`src/rtl/controlador_memoria.sv`:
```
`default_nettype none
// ============================================================================
// == Module      : controlador_memoria                                      ==
// == Description : Single-transaction memory controller. Accepts one read   ==
// ==               or write request at a time, drives a synchronous memory  ==
// ==               port and returns a response through a valid/ready        ==
// ==               handshake.                                               ==
// == Optional    : VERIFICA_ESCRITA_EN - every write is followed by a       ==
// ==               read-back of the same address; the response carries the  ==
// ==               read-back value and flags a mismatch on resp_erro.       ==
// == Revision    : 1.0 - initial release                                    ==
// ============================================================================
// Ports
//   clk                 : clock, all state changes on the rising edge
//   reset               : asynchronous reset, active low
//   req_valido          : request present
//   req_pronto          : controller can accept a request (idle only)
//   req_escrita         : 1 = write, 0 = read
//   req_endereco        : target address
//   req_dado            : write data
//   resp_valido         : response available
//   resp_pronto         : consumer takes the response
//   resp_dado           : read data, or echoed / read-back write data
//   resp_erro           : write-verify mismatch flag
//   mem_endereco        : memory address
//   mem_valor_escrita   : memory write data
//   mem_leitura         : memory read strobe
//   mem_escrita         : memory write strobe
//   mem_valor_saida     : memory read data, updated by the memory on the
//                         rising edge at which mem_leitura = 1
// ============================================================================

module controlador_memoria #(
   parameter int ADDR_W = 3,
   parameter int DATA_W = 8
) (
   input  logic              clk,
   input  logic              reset,
   input  logic              req_valido,
   output logic              req_pronto,
   input  logic              req_escrita,
   input  logic [ADDR_W-1:0] req_endereco,
   input  logic [DATA_W-1:0] req_dado,
   output logic              resp_valido,
   input  logic              resp_pronto,
   output logic [DATA_W-1:0] resp_dado,
   output logic              resp_erro,
   output logic [ADDR_W-1:0] mem_endereco,
   output logic [DATA_W-1:0] mem_valor_escrita,
   output logic              mem_leitura,
   output logic              mem_escrita,
   input  logic [DATA_W-1:0] mem_valor_saida
);

   typedef enum logic [2:0] {
      OCIOSO   = 3'd0,
      ESCRITA  = 3'd1,
      LEITURA  = 3'd2,
      CAPTURA  = 3'd3,
      RESPOSTA = 3'd4
   } t_estado;

   t_estado            r_estado;
   logic               r_req_pronto;
   logic               r_resp_valido;
   logic [DATA_W-1:0]  r_resp_dado;
   logic [ADDR_W-1:0]  r_mem_endereco;
   logic [DATA_W-1:0]  r_mem_valor_escrita;
   logic               r_mem_leitura;
   logic               r_mem_escrita;
   // Write data captured at acceptance; the request inputs are free to
   // change while the transaction is in flight.
   logic [DATA_W-1:0]  r_dado;
`ifdef VERIFICA_ESCRITA_EN
   logic               r_escrita;
   logic               r_resp_erro;
`endif

   // The address is held in r_mem_endereco from acceptance until the last
   // memory access of the transaction, so it doubles as the latched address.
   always_ff @(posedge clk or negedge reset) begin
      if (!reset) begin
         r_estado            <= OCIOSO;
         r_req_pronto        <= 1'b0;
         r_resp_valido       <= 1'b0;
         r_resp_dado         <= '0;
         r_mem_endereco      <= '0;
         r_mem_valor_escrita <= '0;
         r_mem_leitura       <= 1'b0;
         r_mem_escrita       <= 1'b0;
         r_dado              <= '0;
`ifdef VERIFICA_ESCRITA_EN
         r_escrita           <= 1'b0;
         r_resp_erro         <= 1'b0;
`endif
      end else begin
         case (r_estado)
            OCIOSO: begin
               // r_req_pronto is 0 in the first idle cycle after reset, so
               // acceptance is gated on the registered flag, not the state.
               r_req_pronto <= 1'b1;
               if (req_valido && r_req_pronto) begin
                  r_req_pronto   <= 1'b0;
                  r_dado         <= req_dado;
                  r_mem_endereco <= req_endereco;
`ifdef VERIFICA_ESCRITA_EN
                  r_escrita      <= req_escrita;
`endif
                  if (req_escrita) begin
                     r_estado            <= ESCRITA;
                     r_mem_escrita       <= 1'b1;
                     r_mem_valor_escrita <= req_dado;
                  end else begin
                     r_estado      <= LEITURA;
                     r_mem_leitura <= 1'b1;
                  end
               end
            end

            ESCRITA: begin
               r_mem_escrita       <= 1'b0;
               r_mem_valor_escrita <= '0;
`ifdef VERIFICA_ESCRITA_EN
               // Read back the location just written; address is kept.
               r_estado      <= LEITURA;
               r_mem_leitura <= 1'b1;
`else
               r_estado       <= RESPOSTA;
               r_mem_endereco <= '0;
               r_resp_valido  <= 1'b1;
               r_resp_dado    <= r_dado;
`endif
            end

            LEITURA: begin
               // The memory presents the data during the following cycle.
               r_estado       <= CAPTURA;
               r_mem_leitura  <= 1'b0;
               r_mem_endereco <= '0;
            end

            CAPTURA: begin
               r_estado      <= RESPOSTA;
               r_resp_valido <= 1'b1;
               r_resp_dado   <= mem_valor_saida;
`ifdef VERIFICA_ESCRITA_EN
               r_resp_erro   <= r_escrita && (mem_valor_saida != r_dado);
`endif
            end

            RESPOSTA: begin
               if (resp_pronto) begin
                  r_estado      <= OCIOSO;
                  r_req_pronto  <= 1'b1;
                  r_resp_valido <= 1'b0;
                  r_resp_dado   <= '0;
`ifdef VERIFICA_ESCRITA_EN
                  r_resp_erro   <= 1'b0;
`endif
               end
            end

            default: begin
               r_estado      <= OCIOSO;
               r_req_pronto  <= 1'b0;
               r_resp_valido <= 1'b0;
               r_mem_leitura <= 1'b0;
               r_mem_escrita <= 1'b0;
            end
         endcase
      end
   end

   assign req_pronto        = r_req_pronto;
   assign resp_valido       = r_resp_valido;
   assign resp_dado         = r_resp_dado;
   assign mem_endereco      = r_mem_endereco;
   assign mem_valor_escrita = r_mem_valor_escrita;
   assign mem_leitura       = r_mem_leitura;
   assign mem_escrita       = r_mem_escrita;
`ifdef VERIFICA_ESCRITA_EN
   assign resp_erro         = r_resp_erro;
`else
   assign resp_erro         = 1'b0;
`endif

endmodule

`default_nettype wire

```
`config.mk`:
```
export PLATFORM = sky130hd
export DESIGN_NAME = controlador_memoria
export DESIGN_NICKNAME = d
export VERILOG_FILES = /design/src/rtl/controlador_memoria.sv
export SDC_FILE = /design/constraint.sdc
export NUM_CORES = 1
export LEC_CHECK = 0
export BUFFER_PORTS_ARGS = -buffer_cell sky130_fd_sc_hd__buf_2
export CAP_MARGIN = 20
export CORE_ASPECT_RATIO = 0.8
export CORE_MARGIN = 8
export CORE_UTILIZATION = 39
export CTS_CLUSTER_SIZE = 28
export DETAILED_ROUTE_END_ITERATION = 10
export GPL_TIMING_DRIVEN = 0
export REMOVE_ABC_BUFFERS = 1
export SLEW_MARGIN = 30
export SYNTH_ARGS = -nofsm -noshare
export SYNTH_HDL_FRONTEND = slang
export SYNTH_SLANG_ARGS = --single-unit
```
`constraint.sdc`:
```
create_clock -name clk -period 2.1 [get_ports clk]
set_input_delay 0.105 -clock clk [delete_from_list [all_inputs] [get_ports clk]]
set_output_delay 0.105 -clock clk [all_outputs]
set_load 0.02 [all_outputs]
```
# Word-level counts from Yosys, hierarchy flattened
# Cells that the tools add are included.
word_totals:
  reg_bits: 34
  latch_bits: 0
  ramBits: 0
  romBits: 0
  in_bits: 24
  elab_cells: 63
  mem_count: 0
op_classes:
  n_addsub: 0
  multipliers: 0
  div_mod_pow: 0
  order_cmp: 0
  eq_ne: 8
  shifts: 0
  muxes: 22
  bitwise: 4
  n_reduce_logical: 20
op_table:
  columns: ["op", "n"]
  rows:
  - ["$mux 8", 3]
  - ["$pmux 8 s3", 1]
  - ["$pmux 8 s2", 1]
  - ["$pmux 3 s4", 1]
  - ["$reduce_and 2->1", 6]
  - ["$mux 3", 3]
  - ["$reduce_and 3->1", 3]
  - ["$reduce_or 3->1", 3]
  - ["$ne 2x2->1 const B", 4]
  - ["$mux 1", 7]
  - ["$eq 3x2->1 const B", 2]
  - ["$pmux 1 s3", 2]
  - ["$pmux 3 s2", 1]
  - ["$reduce_or 2->1", 3]
  - ["$not 1->1", 4]
  - ["$pmux 1 s2", 2]
  - ["$reduce_bool 2->1", 2]
  - ["$eq 3x1->1 const B", 1]
  - ["$eq 3x3->1 const B", 1]
  - ["$logic_not 3->1", 1]
  - ["$reduce_bool 3->1", 1]
  - ["$mux 2", 1]
  - ["$logic_and 1x1->1", 1]

# Logic depth before layout (Yosys ltp)
depth:
  ltp_word: 4
  ltp_mapped: 5

# Worst setup path before layout
# Ideal clock, no wire load.
synth_timing:
  path_type: "reg-to-reg"
  start: "register r_estado[1]"
  end: "register r_dado[0]"
  setup_ns: 0.125
  arrival_time_ns: 1.494
  required_time_ns: 1.975
  slack_ns: 0.481
  path_stages_with_launch: 6
  path_buffers: 2
  synth_period_minus_slack_ns: 1.619
  cell_sequence: "dfrtp_1 > buf_6 > or2_1 > buf_6 > nor3_4 > mux2_2"
synth_between:
  elab_chain_len: 2
synth_rtl:
  columns: ["item", "line_no", "text"]
  rows:
  - ["from (decl)", "63", "t_estado r_estado;"]
  - ["from (signal assigned)", "83", "r_estado <= OCIOSO;"]
  - ["from (signal assigned)", "110", "r_estado <= ESCRITA;"]
  - ["from (signal assigned)", "114", "r_estado <= LEITURA;"]
  - ["$logic_not 3->1", "97", "case (r_estado)"]
  - ["$reduce_and 2->1 (no line)", null, null]
  - ["to (signal assigned)", "104", "r_dado <= req_dado;"]
  - ["to (decl)", "73", "logic [DATA_W-1:0] r_dado;"]
# Every way passes these cells.
# A chain may end at the register's enable or synchronous reset.

# Worst setup path in the final report
layout_timing:
  start: "register r_estado[0]"
  end: "register r_dado[2]"
# The elaborated chain is that of the path after synthesis.

==> results.py <==
metrics = {
    "clock_tree": {
        "clockBufferDepth": 2,
        "cts_root_buf": "clkbuf_8",
        "post_cts_buffers": 0,
        "path_clk_slew_ns": 0.07,
        "clk_latency_ns": 0.28,
        "numCtsBuffers": 5,
        "cts_sinks": 34,
        "cts_tree": "built",
        "htree_levels": 2,
    },
    "worst_setup_path": {
        "worstPathArrival_ns": 2.15,
        "worstSetupStartpointType": "flip-flop",
        "critical_path.top_delay_family": "simple AND/OR/NAND/NOR gates",
        "path_cells": "or2_1 > nor3_4 > mux2_2",
        "required_ns": 2.26,
        "cp-end-kind": "flip-flop",
        "r2r_setup_slack_ns": 0.11,
        "path_buf_inv": 0,
        "worstSetupPathType": "flip-flop to flip-flop",
        "cp_max_fo": 24,
        "crit_slowest_cell": "dfrtp_1",
        "slowest_delay_ns": 0.61,
    },
    "cells_and_area": {
        "antenna_cells": 0,
        "mostFrequentLayoutCell": "buf_2",
        "mostFrequentLayoutCells": "46 x buf_2, 33 x dfrtp_1, 15 x nor2_1, 13 x nand2_1, 9 x a211oi_1",
        "layout.nets": 215,
        "utilization_pct": 47.74,
        "drive_gt1_share_pct": 33.85,
        "syn_to_final_growth_pct": 20.93,
    },
    "detailed_routing": {
        "drt-met1-wl_mm": 1.812,
        "top_layer": "met4",
        "met2_length_mm": 1.621,
        "drt_iter0_markers": 82,
        "wl_met3_um": 326,
        "routed_wl_mm": 3.783,
        "vias": 1303,
        "vias_per_cell": 5.233,
        "drc": 0,
        "routedWlPerCell_um": 15.19,
        "drt-pass1-iter-count": 4,
        "final_antenna_net_count": 0,
    },
    "placement": {
        "place_hpwl_mm": 2.822,
        "io_buffer_count": 46,
        "globalplace.congestion": 0.7620,
    },
    "sta": {
        "slew_violations": 0,
        "final_hold_viol_count": 0,
        "rsz0062_at_grt": "true",
        "slew_headroom_pct": 50.93,
        "setup_viol": 0,
        "worst_pin_slew_ns": 0.7360,
        "min_period_over_period_pct": 94.73,
        "fmax_mhz": 502.7,
        "fin_skew_ns": 0.007582,
        "min_period_ns": 1.989,
    },
    "power_and_ir_drop": {
        "p_comb_share_pct": 44.5,
        "leakage_nw": 0.8925,
        "finalPower_mw": 3.288,
        "swShare_pct": 42.81,
        "p_int_mw": 1.880,
        "powerDensity_nw_per_um2": 1691,
        "irDropWorstVdd_uv": 616.5,
        "seq_power_share_pct": 40.5,
        "p_sw_mw": 1.408,
        "clockPowerShare_pct": 14.9,
    },
    "grt": {
        "grt_overflow_total": 0,
        "grt_pass1_wl_mm": 6.403,
        "grt_pass1_vias": 1296,
        "antenna_found_initial": 0,
        "grt_usage_pct": 12.62,
        "grt_max_degree": 35,
    },
    "run": {
        "drv_cap": 0,
    },
    "run_status": {
        "outcome": "finished, final reports clean",
    },
    "yosys": {
        "synth_seq_area_share_pct": 52.92,
        "synth_cell_type_count": 28,
        "synth_edf_count": 0,
        "ys_ff_latch": 34,
        "ys.flop_type": "dfrtp_1",
        "synth_cells": 150,
        "syn_area_um2": 1608,
        "ys_async_sr_fraction_pct": 100.0,
        "synth_warnings": 0,
        "synth_area_per_cell_um2": 10.72,
    },
    "floorplan": {
        "chipWidth_um": 87.79,
        "die_area_um2": 6446,
        "fp-row-count": 21,
        "start_util_pct": 39.48,
        "core_area_um2": 4073,
        "io_pins": 48,
        "dieHeight_um": 73.43,
    },
    "min_path": {
        "hold_path_class": "input pin to flip-flop",
    },
}
==> synthesized netlist by cell type, drive strengths merged (4+ instances only) <==
library cell | instances | area [um^2]
a211oi | 9 | 67.56
dfrtp | 34 | 850.8
nand2 | 13 | 48.80
buf | 6 | 43.79
nand4b | 8 | 70.07
clkbuf | 7 | 26.28
o21ai | 7 | 35.03
a22oi | 4 | 30.03
o311ai | 8 | 70.07
mux2i | 8 | 80.08
nor2 | 15 | 56.30
inv | 8 | 30.03
mux2 | 8 | 90.09
==> registers in the layout, indices dropped and copies added (netlist names) <==
name and cells:
r_estado 3, mem_leitura 1, r_dado 8, mem_endereco 3, req_pronto 1, mem_escrita 1, resp_valido 1, mem_valor_escrita 8
resp_dado 8
==> power groups by stage <==
stage	registers, mW	clock network (mW)	logic [mW]
after global routing	1.40	0.523	1.64
after global placement	1.32	0	1.44
final	1.33	0.491	1.46
after floorplan	1.54	0	0.766
after detailed placement	1.34	0	1.49
after CTS	1.33	0.504	1.49
==> repair_timing <==
action / 4_1_cts / 5_1_grt
hold buffers: 1 / 0
gates resized for setup: 0 / 1
setup endpoints to repair: 0 / 9
hold endpoints to repair: 34 / 0
==> logic make-up (layout without fill, tap and decap cells) <==
family,count (synthesis),count (layout),synth area share (%)
AND/OR/NAND/NOR,45,45,15.10
buffers and inverters,21,63,6.226
other,1,1,0.2332
AO/OA/AOI/OAI,33,33,14.94
flip-flops,34,34,52.92
multiplexers,16,16,10.58
==> final timing paths <==
kind	startpoint	endpoint	cells after the start
worst max-delay path	r_estado[0]	r_dado[2]	3
worst min-delay path	req_dado[1]	r_dado[1]	2
worst max register to register	r_estado[0]	r_dado[2]	3
worst min register to register	resp_valido	resp_valido	1
max in group asynchronous	reset	r_estado[1]	2
min in group asynchronous	reset	mem_endereco[0]	2
==> layout make-up <==
cell class,count,area (um^2)
fillers,394,2128
well taps,57,71.32
clock inverters,1,5.005
repair buffers,47,240.2
clock buffers,7,86.33
flip-flops and latches,34,852.1
inverters,8,30.03
multi-input cells,95,659.4
==> through the flow <==
step | worst slack [ns] | cell area (um^2) | instances | hold WS [ns] | TNS [ns]
6_report | 0.1106 | 1944 | 249 | 0.07823 | 0
5_1_grt | -0.0003304 | 1944 | 249 | 0.07612 | -0.0003304
4_1_cts | 0.08939 | 1943 | 249 | 0.07601 | 0
3_5_place_dp | 0.09870 | 1842 | 240 | 0.2158 | 0
3_3_place_gp | 0.09766 | 1839 | 240 | 0.2054 | 0
2_1_floorplan | 0.3623 | 1538 | 137 | -0.1906 | 0
==> layer usage <==
metal	up-vias	GRT usage, %
met1	637	17.55
li1	620	-
met2	42	17.42
met5	-	0
met4	0	3.422
met3	4	4.916
No activity file was read; power rests on OpenSTA's default activity.
